--- config.mk ---
export PLATFORM = sky130hd
export DESIGN_NAME = nibble_serial_sub
export DESIGN_NICKNAME = d
export VERILOG_FILES = /design/src/rtl/nibble_serial_sub.sv
export SDC_FILE = /design/constraint.sdc
export NUM_CORES = 1
export LEC_CHECK = 0
export BUFFER_PORTS_ARGS = -buffer_cell sky130_fd_sc_hd__buf_4
export CORE_UTILIZATION = 35
export DETAILED_ROUTE_END_ITERATION = 12
export PLACE_DENSITY_LB_ADDON = 0.1
export SYNTH_ARGS = -nofsm -noshare
export SYNTH_HDL_FRONTEND = slang
export SYNTH_SLANG_ARGS = --single-unit
--- constraint.sdc ---
create_clock -name clk -period 4.7 [get_ports clk]
set_input_delay 0.705 -clock clk [delete_from_list [all_inputs] [get_ports clk]]
set_output_delay 0.705 -clock clk [all_outputs]
set_load 0.01 [all_outputs]
--- src/rtl/nibble_serial_sub.sv ---
// rtl/nibble_serial_sub.sv - nibble-serial A - B - BIN subtractor, one 4-bit digit per clock.
// Optional two's-complement overflow output enabled by defining SUB_OVF_EN.
module nibble_serial_sub #(
  parameter int NIBBLES = 4
) (
  input  logic                 clk,
  input  logic                 rst_n,
  input  logic                 start,
  input  logic [4*NIBBLES-1:0] a,
  input  logic [4*NIBBLES-1:0] b,
  input  logic                 bin,
  output logic                 busy,
  output logic                 done,
  output logic [4*NIBBLES-1:0] diff,
  output logic                 bout,
  output logic                 zero
`ifdef SUB_OVF_EN
  , output logic               ovf
`endif
);

  localparam int W  = 4 * NIBBLES;
  localparam int IW = (NIBBLES > 1) ? $clog2(NIBBLES) : 1;
  localparam logic [IW-1:0] LAST = IW'(NIBBLES - 1);

  typedef enum logic [1:0] {IDLE, RUN, DONE} state_t;

  state_t        state_q, state_d;
  logic [W-1:0]  a_q, a_d, b_q, b_d, diff_q, diff_d;
  logic [IW-1:0] index_q, index_d;
  logic          carry_q, carry_d;
  logic          busy_q, busy_d, done_q, done_d, bout_q, bout_d, zero_q, zero_d;
  logic [3:0]    a_nib, b_nib;
  logic [4:0]    sum;
`ifdef SUB_OVF_EN
  logic          ovf_q, ovf_d;
`endif

  // Subtraction as A + ~B + carry, where the carry starts as ~bin.
  always_comb begin
    a_nib = a_q[4*index_q +: 4];
    b_nib = b_q[4*index_q +: 4];
    sum   = {1'b0, a_nib} + {1'b0, ~b_nib} + {4'b0000, carry_q};
  end

  always_comb begin
    state_d = state_q;
    a_d     = a_q;
    b_d     = b_q;
    diff_d  = diff_q;
    index_d = index_q;
    carry_d = carry_q;
    busy_d  = busy_q;
    done_d  = 1'b0;
    bout_d  = bout_q;
    zero_d  = zero_q;
`ifdef SUB_OVF_EN
    ovf_d   = ovf_q;
`endif
    case (state_q)
      IDLE: begin
        if (start) begin
          a_d     = a;
          b_d     = b;
          carry_d = ~bin;
          index_d = '0;
          diff_d  = '0;
          bout_d  = 1'b0;
          zero_d  = 1'b0;
`ifdef SUB_OVF_EN
          ovf_d   = 1'b0;
`endif
          busy_d  = 1'b1;
          state_d = RUN;
        end
      end
      RUN: begin
        diff_d[4*index_q +: 4] = sum[3:0];
        carry_d = sum[4];
        index_d = index_q + 1'b1;
        if (index_q == LAST) begin
          busy_d  = 1'b0;
          state_d = DONE;
        end
      end
      DONE: begin
        done_d  = 1'b1;
        bout_d  = ~carry_q;
        zero_d  = (diff_q == '0);
`ifdef SUB_OVF_EN
        ovf_d   = (a_q[W-1] != b_q[W-1]) && (diff_q[W-1] != a_q[W-1]);
`endif
        state_d = IDLE;
      end
      default: state_d = IDLE;
    endcase
  end

  always_ff @(posedge clk or negedge rst_n) begin
    if (!rst_n) begin
      state_q <= IDLE;
      a_q     <= '0;
      b_q     <= '0;
      diff_q  <= '0;
      index_q <= '0;
      carry_q <= 1'b0;
      busy_q  <= 1'b0;
      done_q  <= 1'b0;
      bout_q  <= 1'b0;
      zero_q  <= 1'b0;
`ifdef SUB_OVF_EN
      ovf_q   <= 1'b0;
`endif
    end else begin
      state_q <= state_d;
      a_q     <= a_d;
      b_q     <= b_d;
      diff_q  <= diff_d;
      index_q <= index_d;
      carry_q <= carry_d;
      busy_q  <= busy_d;
      done_q  <= done_d;
      bout_q  <= bout_d;
      zero_q  <= zero_d;
`ifdef SUB_OVF_EN
      ovf_q   <= ovf_d;
`endif
    end
  end

  assign busy = busy_q;
  assign done = done_q;
  assign diff = diff_q;
  assign bout = bout_q;
  assign zero = zero_q;
`ifdef SUB_OVF_EN
  assign ovf  = ovf_q;
`endif

endmodule

Yosys cells after proc, flatten, opt, wreduce, memory -nomap -nowiden
Cells that the tools add are included.

word-level totals
  flip-flop bits (word level) = 57
  output and inout bits = 20
  logic and storage cells = 52

cells by class
  $add $sub $neg = 4
  equality and inequality tests = 5
  shift-type cells = 4
  muxes and demuxes = 17
  bitwise gates (word level) = 3
  reductions and logical operators = 9

operators by type and width
  kind                     count
  $neg 4->34               1
  $shift 4x34->16 const A  1
  $shiftx 4x34->16         1
  $pmux 16 s2              1
  $shiftx 16x5->4          2
  $bwmux 16                1
  $logic_not 16->1         1
  $mux 16                  1
  $pmux 1 s2               4
  $pmux 2 s2               2
  $reduce_and 2->1         4
  $mux 2                   3
  $add 4x4->5              1
  $add 5x1->5              1
  $mux 1                   5
  $eq 2x2->1 const B       2
  $ne 2x2->1 const B       2
  $not 4->4                1
  $reduce_bool 2->1        2
  $reduce_and 3->1         1
  $add 2x1->2 const B      1
  $eq 2x1->1 const B       1
  $logic_not 2->1          1
  $not 1->1                2

Longest topological paths before layout
  depth in word-level cells = 7
  mapped depth = 8
  mapped depth without buffers = 7

Worst setup path after synthesis
Ideal clock, no wire load.

  path type = reg-to-reg
  from = reg index_q[0]
  to = reg carry_q
  setup time = 104 ps
  data arrival time = 2422 ps
  required time = 4596 ps
  slack = 2174 ps
  stages on the path, launching flop included = 8
  buffers on the path = 1
  period minus slack after synthesis = 2526 ps
  path through = dfrtp_1 > buf_2 > mux4_2 > fa_1 > fa_1 > nor2b_1 > o21ai_0 > a221oi_1

between the ends
  cells in the longest elaborated chain, start to end = 5
  elaborated cells between the ends (all ways) = 6
  those cells by class = add/sub: 2; shift: 2; mux: 1; bitwise: 1

RTL lines
  what                      line  source
  start: declaration        30    logic [IW-1:0] index_q, index_d;
  start signal: assignment  119   index_q <= index_d;
  $shiftx 16x5->4           42    b_nib = b_q[4*index_q +: 4];
  $not 4->4                 43    sum = {1'b0, a_nib} + {1'b0, ~b_nib} + {4'b0000, carry_q};
  $add 4x4->5 (*)           43
  $add 5x1->5 (*)           43
  $pmux 1 s2 (*)            60    case (state_q)
  end signal: assignment    120   carry_q <= carry_d;
  end: declaration          31    logic carry_q, carry_d;

Mark *: on every way between the ends. The rest lies on a longest branch, timed or not.
A chain may end at the register's enable or synchronous reset.

Worst setup path after layout
  from = reg index_q[0]
  to = reg diff_q[6], in the netlist diff[6]

between the ends
  cells in the longest elaborated chain, start to end = 7
  elaborated cells between the ends (all ways) = 10
  those cells by class = add/sub: 3; shift: 4; mux: 2; bitwise: 1

RTL lines
  what                    line  source
  $shiftx 16x5->4         42
  $not 4->4               43
  $add 4x4->5             43
  $add 5x1->5             43
  $shiftx 4x34->16        78    diff_d[4*index_q +: 4] = sum[3:0];
  $bwmux 16 (*)           78
  $pmux 16 s2 (*)         60
  end signal: assignment  118   diff_q <= diff_d;
  end: declaration        29    logic [W-1:0] a_q, a_d, b_q, b_d, diff_q, diff_d;

Marked as above.

==> reports/qor.csv <==
stage;metric;value;unit
outcome;run status;finished, final reports clean;
pwr;Sw Share;0.379;
sta;RSZ-0062 raised after global routing;no;
logic_synthesis;area share of the leading cell type in the synthesized netlist;0.535;
flow_run;Max-Cap Viols;0;
pwr;Pleak;1.59;nW
logic_synthesis;Yosys Warn Count;0;
final_layout;commonest cells after routing, fill and taps aside;dfrtp_1 (57), buf_4 (56), mux2_2 (31);
worst_setup_path;Max Fanout on Critical Path;16;
worst_setup_path;CP Capture Type;register;
global_route;first-pass GRT wire length;9050;µm
worst_hold_path;HP Class;input pin to async pin;
route;met2 WL;2640;µm
route;Post-DRT Antenna Nets;0;
global_route;largest net degree at the start of global routing;58;
worst_setup_path;r2r worst-path depth;5;
route;Highest Signal Layer;met4;
placement;Placement Setup Slack;1.81;ns
logic_synthesis;Post-synth EDFFs;0;
floorplanning;initial core utilization;0.366;
final_layout;final instance area;0.00335;mm²
pwr;Clock power frac;0.179;
final_layout;commonest non-fill, non-tap cell in the layout;dfrtp_1;
final_layout;fraction of layout cells with a size suffix above 1;0.407;
sta;Final Critical Period;2.89;ns
final_layout;fin nets;311;
logic_synthesis;Synth Area in Compound Gates;0.0783;
sta;period utilization;0.615;
clock_network;clock latency on the worst-skew pair;0.33;ns
logic_synthesis;area leader, netlist;dfrtp_1;
logic_synthesis;mux share of post-synthesis cell area;0.205;
route;via count;1765;
logic_synthesis;Mapped Area;0.00267;mm²
route;Residual DRC;0;
clock_network;clk slew on worst S/H paths;0.06;ns
clock_network;CTS hold repair buffers;0;
placement;routability cong.;0.717;
clock_network;TritonCTS Buffers;9;
clock_network;root buffer cell;clkbuf_8;
sta;Hold Vio Cnt, Final;0;
route;first drt pass iteration count;4;
worst_setup_path;Req. time, crit path;4.90;ns
clock_network;Sink Count;57;
clock_network;CTS tree;built;
logic_synthesis;net count after synthesis;251;
clock_network;postcts setup bufs;0;
worst_setup_path;reg-to-reg startpoint;index_q[0];
clock_network;post-CTS resize count;0;
global_route;initial antenna violation count;0;
final_layout;diode count;0;
route;vias per inst;4.78;
worst_setup_path;CP Launch Type;register;
logic_synthesis;Synth Area per Inst;12.9;µm²
pwr;Max rail drop VDD;308;µV
floorplanning;die width;89.3;µm
logic_synthesis;synth unique cells;33;
logic_synthesis;post-synthesis sequential area ratio;0.535;
floorplanning;Core ar.;0.00729;mm²
final_layout;area grow syn2layout;25.7;%
worst_setup_path;Setup CP Type;register to register;
floorplanning;die area;0.00797;mm²
pwr;Power Internal;1.57;mW
route;Detailed Route Iter0 Violations;47;
route;Routed WL;5540;µm
worst_setup_path;R2R setup slack;1.81;ns
pwr;Logic pwr share;0.471;
logic_synthesis;Async SR Flop Fraction;1.00;
global_route;GR Overflow Total;0;
global_route;Total GRT Usage;0.158;
logic_synthesis;Synth area leaders;dfrtp_1 (53%), mux2_2 (13%), mux4_2 (5.1%), ha_1 (3.3%), inv_1 (2.5%);
sta;f_max;0.346;GHz
floorplanning;Core Rows;31;
clock_network;# H-tree levels;3;
logic_synthesis;largest family of logic cells by synthesized area;multiplexers;
global_route;vias in the first global route;1835;
worst_setup_path;Worst Path Arrival;3.09;ns
logic_synthesis;Post-Synth Adder-Cell Area;0.0478;
sta;slew margin rel.;0.517;
logic_synthesis;Synth Area in XOR/XNOR;0.00657;
placement;Post-DP HPWL;3970;µm
pwr;pwr dens;755;mW/mm²
logic_synthesis;Yosys reg bits;57;
worst_setup_path;reg-to-reg endpoint;diff[6];
sta;Final Worst Setup Slack;1.81;ns
logic_synthesis;simple-gate portion of the synthesized area;0.0797;
route;DR WL met3;222;µm
pwr;switching power;959;µW
sta;Final Max Tran Viols;0;
logic_synthesis;Synth Flop Type;dfrtp_1;
route;Wirelength per Cell;15.0;µm
final_layout;Core Util, Final;0.460;
sta;setup TNS;0;ns
pwr;Seq pwr share;0.350;
sta;worst slew pin tran;0.724;ns
sta;Layout Skew;0.00620;ns
sta;Setup Viol. Count Final;0;
route;met1 WL;2570;µm
final_layout;Layout fillers;716;
logic_synthesis;Post-Synthesis Cells;206;
clock_network;Max clock buf depth;2;
placement;placed cell area;0.00316;mm²
floorplanning;Die H;89.3;µm
placement;PortBufs;55;
floorplanning;Ports;56;
## metrics by stage
| step | power, mW | hold slack, ns | cells |
|---|---|---|---|
| after global routing | 2.73 | 0.490 | 369 |
| after floorplan | 1.71 | 0.409 | 206 |
| after detailed placement | 2.10 | 0.476 | 354 |
| after global placement | 2.08 | 0.469 | 354 |
| after CTS | 2.56 | 0.460 | 369 |
| final | 2.53 | 0.427 | 369 |
## sequential cells by signal, indices dropped and copies added, names as in the netlist
register,flops
a_q,16
b_q,16
bout,1
busy,1
carry_q,1
diff,16
done,1
index_q,2
state_q,2
zero,1
## cells by family after synthesis
| kind of cell | count (synthesis) |
|---|---|
| xor gates and xnor gates | 2 |
| and+or+nand+nor | 40 |
| DFF | 57 |
| muxes | 40 |
| AOI/OAI and AO/OA | 32 |
| buffers and inverters | 26 |
| adders and majority gates | 9 |
## synthesized netlist by cell type (6+ instances only)
cell type  count
nand2_1       13
mux4_2         6
nor2_1         9
o21ai_0       11
mux2_2        31
ha_1           7
inv_1         18
dfrtp_1       57
## power groups by stage
stage               Combinational (mW)  Clock (mW)  Sequential [mW]
floorplan                        0.881           0            0.829
global placement                  1.18           0            0.898
CTS                               1.20       0.468            0.893
global route                      1.32       0.486            0.922
detailed placement                1.20           0            0.901
finish                            1.19       0.453            0.886
## critical path, cell delays in order, from the launching register on
cell and delay (ns):
dfrtp_1 0.81, mux4_2 0.61, fa_1 0.42, fa_1 0.42
xor2_1 0.34, o21ai_0 0.14
## cell type report
type                            instances  area, µm²  share of cell area
Sequential cell                        57       1430               0.426
Multi-Input combinational cell        123       1110               0.333
Timing Repair Buffer                   56        420               0.125
Clock buffer                           12        155              0.0463
Tap cell                               99        124              0.0370
Inverter                               19       71.3              0.0213
Clock inverter                          3       40.0              0.0119
## worst max-delay path by stage
stage / slack [ns] / depth (start not counted) / from / end
6_report: 1.81 / 5 / index_q[0] / diff[6]
5_1_grt: 1.63 / 5 / index_q[0] / diff[6]
4_1_cts: 1.79 / 5 / index_q[0] / diff[6]
3_5_place_dp: 1.81 / 5 / index_q[0] / diff[6]
3_3_place_gp: 1.90 / 5 / index_q[0] / diff[2]
2_1_floorplan: 2.17 / 7 / index_q[0] / carry_q
## routing by layer
layer  vias up  GRT usage
li1        849          -
met1       864      0.205
met2        42      0.248
met3        10     0.0369
met4         0     0.0823
met5         -          0
(Power assumes the default switching activity.)
